### src/rtl/regfile_wb_arbiter.sv
`default_nettype none
// ============================================================================
// Module      : regfile_wb_arbiter
// Description : Round-robin arbiter for N_REQ register-file write-back
//               requesters, with a registered write port and a 32-entry
//               pending-write scoreboard that drives read-hazard stalls.
// Revision    : 1.0 - initial release
// ============================================================================
module regfile_wb_arbiter #(
    parameter int N_REQ = 3
) (
    input  logic                 clock,
    input  logic                 ctrl_reset,
    input  logic [N_REQ-1:0]     req_valid,
    input  logic [5*N_REQ-1:0]   req_reg,
    input  logic [32*N_REQ-1:0]  req_data,
    output logic [N_REQ-1:0]     req_ready,
    input  logic                 hold,
    input  logic                 claim_valid,
    input  logic [4:0]           claim_reg,
    output logic                 ctrl_writeEnable,
    output logic [4:0]           ctrl_writeReg,
    output logic [31:0]          data_writeReg,
    input  logic [4:0]           ctrl_readRegA,
    input  logic [4:0]           ctrl_readRegB,
    output logic                 stall_A,
    output logic                 stall_B,
    output logic [31:0]          busy
);

    // Pointer wide enough for N_REQ in 2..4.
    localparam int c_PW = (N_REQ > 2) ? 2 : 1;

    logic [c_PW-1:0]  r_rr_ptr;
    logic             r_we;
    logic [4:0]       r_wreg;
    logic [31:0]      r_wdata;
    logic [31:0]      r_busy;

    int               w_idx;
    int               w_gidx;
    logic             w_found;
    logic [N_REQ-1:0] w_grant;
    logic [4:0]       w_sel_reg;
    logic [31:0]      w_sel_data;
    logic [31:0]      w_set;
    logic [31:0]      w_clr;
    logic [c_PW-1:0]  w_ptr_next;

    // Round-robin search upward from the pointer, wrapping modulo N_REQ.
    always_comb begin
        w_found = 1'b0;
        w_gidx  = 0;
        w_idx   = 0;
        for (int k = 0; k < N_REQ; k++) begin
            w_idx = int'(r_rr_ptr) + k;
            if (w_idx >= N_REQ) begin
                w_idx = w_idx - N_REQ;
            end
            if (!w_found && req_valid[w_idx]) begin
                w_found = 1'b1;
                w_gidx  = w_idx;
            end
        end
        // No grant while held or while reset is applied.
        if (hold || !ctrl_reset) begin
            w_found = 1'b0;
        end
        w_grant = '0;
        if (w_found) begin
            w_grant[w_gidx] = 1'b1;
        end
    end

    assign req_ready  = w_grant;
    assign w_sel_reg  = req_reg[w_gidx*5 +: 5];
    assign w_sel_data = req_data[w_gidx*32 +: 32];
    assign w_ptr_next = (w_gidx == N_REQ - 1) ? '0 : c_PW'(w_gidx + 1);

    // Scoreboard set (claim, never reg 0) and clear (write issuing this cycle).
    always_comb begin
        w_set = '0;
        w_clr = '0;
        if (claim_valid && (claim_reg != 5'd0)) begin
            w_set[claim_reg] = 1'b1;
        end
        if (r_we) begin
            w_clr[r_wreg] = 1'b1;
        end
    end

    // Pointer, registered write port and scoreboard state.
    always_ff @(posedge clock or negedge ctrl_reset) begin
        if (!ctrl_reset) begin
            r_rr_ptr <= '0;
            r_we     <= 1'b0;
            r_wreg   <= 5'd0;
            r_wdata  <= 32'd0;
            r_busy   <= 32'd0;
        end else begin
            // Set is applied after clear so a simultaneous claim wins.
            r_busy <= ((r_busy & ~w_clr) | w_set) & ~32'd1;
            if (w_found) begin
                r_rr_ptr <= w_ptr_next;
                // Writes to register 0 are accepted but never enabled.
                r_we     <= (w_sel_reg != 5'd0);
                r_wreg   <= w_sel_reg;
                r_wdata  <= w_sel_data;
            end else begin
                r_we     <= 1'b0;
            end
        end
    end

    assign ctrl_writeEnable = r_we;
    assign ctrl_writeReg    = r_wreg;
    assign data_writeReg    = r_wdata;
    assign busy             = r_busy;
    assign stall_A          = r_busy[ctrl_readRegA];
    assign stall_B          = r_busy[ctrl_readRegB];

endmodule
`default_nettype wire

### config.mk
export PLATFORM = sky130hd
export DESIGN_NAME = regfile_wb_arbiter
export DESIGN_NICKNAME = d
export VERILOG_FILES = /design/src/rtl/regfile_wb_arbiter.sv
export SDC_FILE = /design/constraint.sdc
export NUM_CORES = 1
export LEC_CHECK = 0
export CORE_MARGIN = 3
export CORE_UTILIZATION = 30
export DETAILED_ROUTE_END_ITERATION = 7
export GPL_TIMING_DRIVEN = 0
export PLACE_DENSITY_LB_ADDON = 0.15
export SYNTH_ARGS = -nofsm -noshare
export SYNTH_HDL_FRONTEND = slang
export SYNTH_SLANG_ARGS = --single-unit
### constraint.sdc
create_clock -name clock -period 5 [get_ports clock]
set_input_delay 1 -clock clock [delete_from_list [all_inputs] [get_ports clock]]
set_output_delay 1 -clock clock [all_outputs]
set_load 0.05 [all_outputs]
## Word level (Yosys, flattened, before mapping)

Cells that the tools add are included.

- Register bits after elaboration: 71
- Input bits: 133
- Output and inout port bits: 75
- Logic and storage cells: 78

- $add $sub $neg: 6
- Multipliers: 1
- $lt $le $gt $ge: 14
- Eq/ne operators: 1
- Shift-type cells: 2
- Mux-type cells: 34
- Bitwise gates (word level): 3
- Reduce and logical (&&, ||, !) cells: 12

Operators by type and width:

| kind | number |
|---|---|
| two-way mux 32 bit | 8 |
| < comparator 32 x 4 -> 1 bit, second input constant | 4 |
| variable part select 96 x 32 -> 32 bit | 1 |
| bitwise AND 32 bit | 1 |
| equality test 32 x 3 -> 1 bit, second input constant | 1 |
| >= comparator 32 x 1 -> 1 bit, second input constant | 1 |
| multiplier 32 x 4 -> 32 bit, second input constant | 1 |
| inverter 32 bit | 1 |
| bitwise OR 32 bit | 1 |
| variable part select 15 x 32 -> 5 bit | 1 |
| < comparator 5 x 6 -> 1 bit, second input constant | 4 |
| two-way mux 1 bit | 16 |
| binary-select mux 1 bit (select 5 bit) | 2 |
| demux 1 bit (select 5 bit) | 2 |
| >= comparator 5 x 1 -> 1 bit, second input constant | 2 |
| nonzero test 5 bit | 2 |
| subtractor 3 x 2 -> 4 bit, second input constant | 2 |
| binary-select mux 1 bit (select 2 bit) | 3 |
| >= comparator 3 x 2 -> 1 bit, second input constant | 2 |
| logical AND 1 bit | 6 |
| adder 2 x 1 -> 3 bit, second input constant | 1 |
| adder 2 x 2 -> 3 bit, second input constant | 1 |
| zero test 1 bit | 3 |
| two-way mux 3 bit | 1 |
| other kinds (6) | 6 |

## Logic depth before layout (Yosys ltp)

- Depth after elaboration: 17
- Mapped depth: 20
- Depth with buffers taken out: 19

## Worst setup path after synthesis

OpenSTA, ideal clock, no wires.

- Path type: input port to flip-flop
- Start: in req_valid[1]
- End: reg r_we (netlist: ctrl_writeEnable)
- Data arrival time: 4.155 ns
- Data required time: 4.916 ns
- Setup slack: 0.761 ns
- Stages on the path: 17
- Cells stage by stage: clkbuf_1 > nand3_1 > nor2_2 > buf_6 > buf_2 > buf_1 > ha_1 > ha_1 > inv_1 > fa_1 > xor2_1 > and2_1 > nand2_1 > a311o_1 > o311ai_1 > a22oi_2 > a41oi_2

- Cells in the longest elaborated chain, start to end: 14
- Elaborated cells between the ends (all ways): 24
- Classes of those cells: mul: 1; shift: 1; mux: 17; reduce/logical: 5

RTL lines:

| what | line | source |
|---|---|---|
| start: declaration | 14 | `input logic [N_REQ-1:0] req_valid,` |
| binary-select mux 1 bit (select 2 bit) | 60 | `if (!w_found && req_valid[w_idx]) begin` |
| two-way mux 1 bit (implied by the code) (2 in a row) | 60 |  |
| two-way mux 1 bit | 60 |  |
| zero test 1 bit | 60 |  |
| logical AND 1 bit | 60 |  |
| two-way mux 1 bit | 60 |  |
| zero test 1 bit | 60 |  |
| logical AND 1 bit | 60 |  |
| two-way mux 32 bit | 60 |  |
| multiplier 32 x 4 -> 32 bit | 76 | `assign w_sel_reg = req_reg[w_gidx*5 +: 5];` |
| variable part select 15 x 32 -> 5 bit | 76 |  |
| nonzero test 5 bit | 106 | `r_we <= (w_sel_reg != 5'd0);` |
| two-way mux 1 bit * | 103 | `if (w_found) begin` |
| end signal: assignment | 106 |  |
| end: declaration | 35 | `logic r_we;` |

Every way passes the cells marked *; elsewhere a longest branch is shown, timed or not. The select of a mux whose other input is x is not followed.
A chain may end at the register's enable or synchronous reset.

## Final worst setup path

- Start: in req_valid[0]
- End: out req_ready[1]

- Cells in the longest elaborated chain, start to end: 15
- Elaborated cells between the ends (all ways): 26
- Classes of those cells: order compare: 2; mux: 19; reduce/logical: 5

RTL lines:

| what | line | source |
|---|---|---|
| binary-select mux 1 bit (select 2 bit) | 60 |  |
| two-way mux 1 bit (implied by the code) (2 in a row) | 60 |  |
| two-way mux 1 bit | 60 |  |
| zero test 1 bit | 60 |  |
| logical AND 1 bit | 60 |  |
| two-way mux 1 bit | 60 |  |
| zero test 1 bit | 60 |  |
| logical AND 1 bit | 60 |  |
| two-way mux 32 bit | 60 |  |
| >= comparator 32 x 1 -> 1 bit (implied by the code) / < comparator 32 x 4 -> 1 bit (equally long branches) | 71 | `w_grant[w_gidx] = 1'b1;` |
| logical AND 1 bit (implied by the code) | 71 |  |
| two-way mux 1 bit (implied by the code) | 71 |  |
| demux 1 bit (select 2 bit) | 71 |  |
| two-way mux 3 bit * | 70 | `if (w_found) begin` |
| end: declaration | 17 | `output logic [N_REQ-1:0] req_ready,` |

Marked as above.

==> flow_summary.yaml <==
logic_synthesis:
  synth_top_flop_cell: "dfrtp_1"
  synthArstFlopShare: 1.00
  synth_top_area_cell: "dfrtp_1"
  synth_top_area_share: 0.365
  ys_top_cells_by_area: "dfrtp_1 (36%), o21ai_0 (11%), mux4_2 (9.7%)"
  synth_area_per_cell_um2: 8.55
  ys_seq_elements: 71
  syn-num-nets: 717
  yosys.cell_types.count: 56
  synth_edf_count: 0
  seq_area_frac_synth: 0.365
  yosysWarnings: 0
  synth_cells: 570
  syn_area_um2: 4870
setup_path:
  critPathSlowestCell: "clkdlybuf4s50_1"
  ff2ff_path_depth: 19
  path_cells: "clkdlybuf4s50_1 -> nor2_2 -> o22ai_2 -> nor2_2 -> buf_6 -> buf_2 -> ha_1 -> and3_1 -> clkdlybuf4s50_1"
  reg2reg_to: "ctrl_writeEnable$_DFF_PN0_"
  arrival_ps: 3800
  crit_fanout: 20
  start_kind: "primary input"
  critPathBufInv: 4
  cp-end-kind: "output port"
  path_class: "in2out"
  max_stage_delay_ps: 810
  r2r_start: "r_rr_ptr[1]$_DFFE_PN0P_"
  crit_required_ps: 4000
  crit_family: "buffers and inverters"
  ff2ff_setup_slack_ps: 490
placement:
  dp_hpwl_um: 14400
  post-place-ws_ps: -297
  io_buffer_count: 200
  placed_area_um2: 7140
  gp_congestion: 0.943
final_layout:
  drive_gt1_frac: 0.0955
  diodes: 0
  area_delta_synth_final_pct: 53.7
  finish.instance_area_um2: 7490
  layout_common_cells: "clkdlybuf4s50_1 (198), nand2_1 (124), o21ai_0 (103)"
  utilization: 0.482
  layout_commonest_cell: "clkdlybuf4s50_1"
  nets: 927
die:
  core_um2: 15500
  pin_count: 208
  row_count: 45
  chipHeight_um: 133
  die_area_um2: 17800
  die_w_um: 133
  initial_core_util: 0.314
sta:
  drv_slew: 0
  finalCriticalPeriod_ps: 4800
  hold-worst-slack_ps: 481
  hold_viol: 0
  fin_crit_sh: 0.960
  clock_skew_ps: 4.17
  max_slew_margin: 0.380
  tightest_slew_ps: 929
  fmax_mhz: 208
  setup_ws_ps: 200
  rsz0062_at_grt: "false"
  finalSetupViolCount: 0
global_routing:
  grt_pass1_vias: 5295
  antenna_found_initial: 0
  grt_use_total: 0.200
  grt_remaining_overflow: 0
  grt_start_max_net_pins: 73
  grt_pass1_wl_um: 28300
routing:
  ant_nets: 0
  viasPerCell: 5.25
  drc: 0
  vias: 5230
  drt-total-wl_um: 18000
  post_drt_wl_per_cell_um: 18.1
  drtPass1Iterations: 4
  drtIter0Drc: 303
clocking:
  cts_tree: "done"
  cts_max_level: 3
  clk_path_buf_depth: 2
  cts_root_buffer: "clkbuf_16"
  numCtsBuffers: 9
  clock-sinks: 71
  clk_latency_ps: 340
  clk_pin_slew_worst_paths_ps: 60
  hold_buffers: 0
  cts_setup_buffers: 0
power_and_ir_drop:
  vdd_drop_max_mv: 0.249
  p_leak_nw: 2.93
  powerDensity_nw_per_um2: 649
  total_power_w: 0.00487
run_status:
  outcome: "finished, final reports clean"
worst_hold_path:
  worst_hold_path_type: "reg2reg"
  hold_start: "data_writeReg[1]$_DFFE_PN0P_"
  holdPathEnd: "data_writeReg[1]$_DFFE_PN0P_"
  hold_depth: 2
run:
  max_cap_viol_count: 0
-- flip-flops by register name (all words and copies together) (netlist names) --
name	count
ctrl_writeReg	5
data_writeReg	32
r_rr_ptr	2
busy	31
ctrl_writeEnable	1
-- where the power goes --
group	leakage (nW)	switching (W)	internal [W]	total, W
Combinational	1.95	0.00195	0.00111	0.00306
Clock	0.176	0.000253	0.000514	0.000768
Sequential	0.802	0.000224	0.000814	0.00104
-- per-layer routing --
metal	part of all wire	global-route usage
met1	0.41	0.254
met2	0.48	0.333
met3	0.080	0.0461
met4	0.025	0.0754
met5	0	0
-- what timing repair did --
item,CTS,global route
hold endpoints to repair,0,0
cloned,0,0
resized for setup,0,1
setup endpoints to repair,1,1
-- worst max-delay path by stage --
stage | from | endpoint | slack (ps) | cells after the start
3_5_place_dp | req_valid[0] | ctrl_writeEnable$_DFF_PN0_ | -300 | 18
5_1_grt | r_rr_ptr[1]$_DFFE_PN0P_ | req_ready[1] | 30 | 11
6_report | req_valid[0] | req_ready[1] | 200 | 9
2_1_floorplan | req_valid[1] | ctrl_writeEnable$_DFF_PN0_ | 760 | 17
4_1_cts | req_valid[0] | req_ready[2] | 40 | 10
3_3_place_gp | ctrl_reset | req_ready[2] | -1980 | 7
-- stage by stage --
stage          std cells  setup TNS [ps]
2_1_floorplan        570               0
3_3_place_gp         981          -27020
3_5_place_dp         981            -906
4_1_cts              996               0
5_1_grt              996               0
6_report             996               0
-- final cells by class --
| cell class | instances | area (um^2) |
|---|---|---|
| Multi-Input combinational cell | 444 | 2840 |
| Clock inverter | 5 | 104 |
| Inverter | 18 | 75.1 |
| Buffer | 36 | 183 |
| Timing Repair Buffer | 200 | 2000 |
| Sequential cell | 71 | 1780 |
| Fill cell | 1475 | 8050 |
| Clock buffer | 11 | 253 |
| Tap cell | 211 | 264 |
-- logic make-up after synthesis --
| logic type | synth area share |
|---|---|
| fa+ha+maj | 0.0375 |
| other cells | 0.000769 |
| xor+xnor | 0.00180 |
| compound gates | 0.240 |
| buf+inv | 0.0537 |
| flops | 0.365 |
| mux | 0.133 |
| simple gates | 0.169 |
-- worst reg2reg max path, stage by stage (launching register included) --
cell	delay, ps
dfrtp_1	440
inv_1	100
ha_1	290
buf_4	160
nand3b_1	160
nand3_1	240
nor2_2	230
buf_6	180
buf_2	380
ha_1	230
ha_1	140
inv_1	50
fa_1	370
xor2_1	280
and2_1	250
nand2_1	90
a311o_1	370
o311ai_1	150
a22oi_2	150
a41oi_2	170
-- synth_stat cells (all sizes together) (3+ instances only) --
cell type and count:
o21ai 105, buf 19, mux2i 8, ha 13, or3b 4, mux4 21, a21oi 70, dfrtp 71
nand2 124, nand2b 4, o211ai 4, nor2 11, nand3b 8, inv 17, clkbuf 18, or3 5
nor3 4, o31ai 5, mux2 8, and3 3, nand3 17, o221ai 3
(Power assumes the default switching activity.)
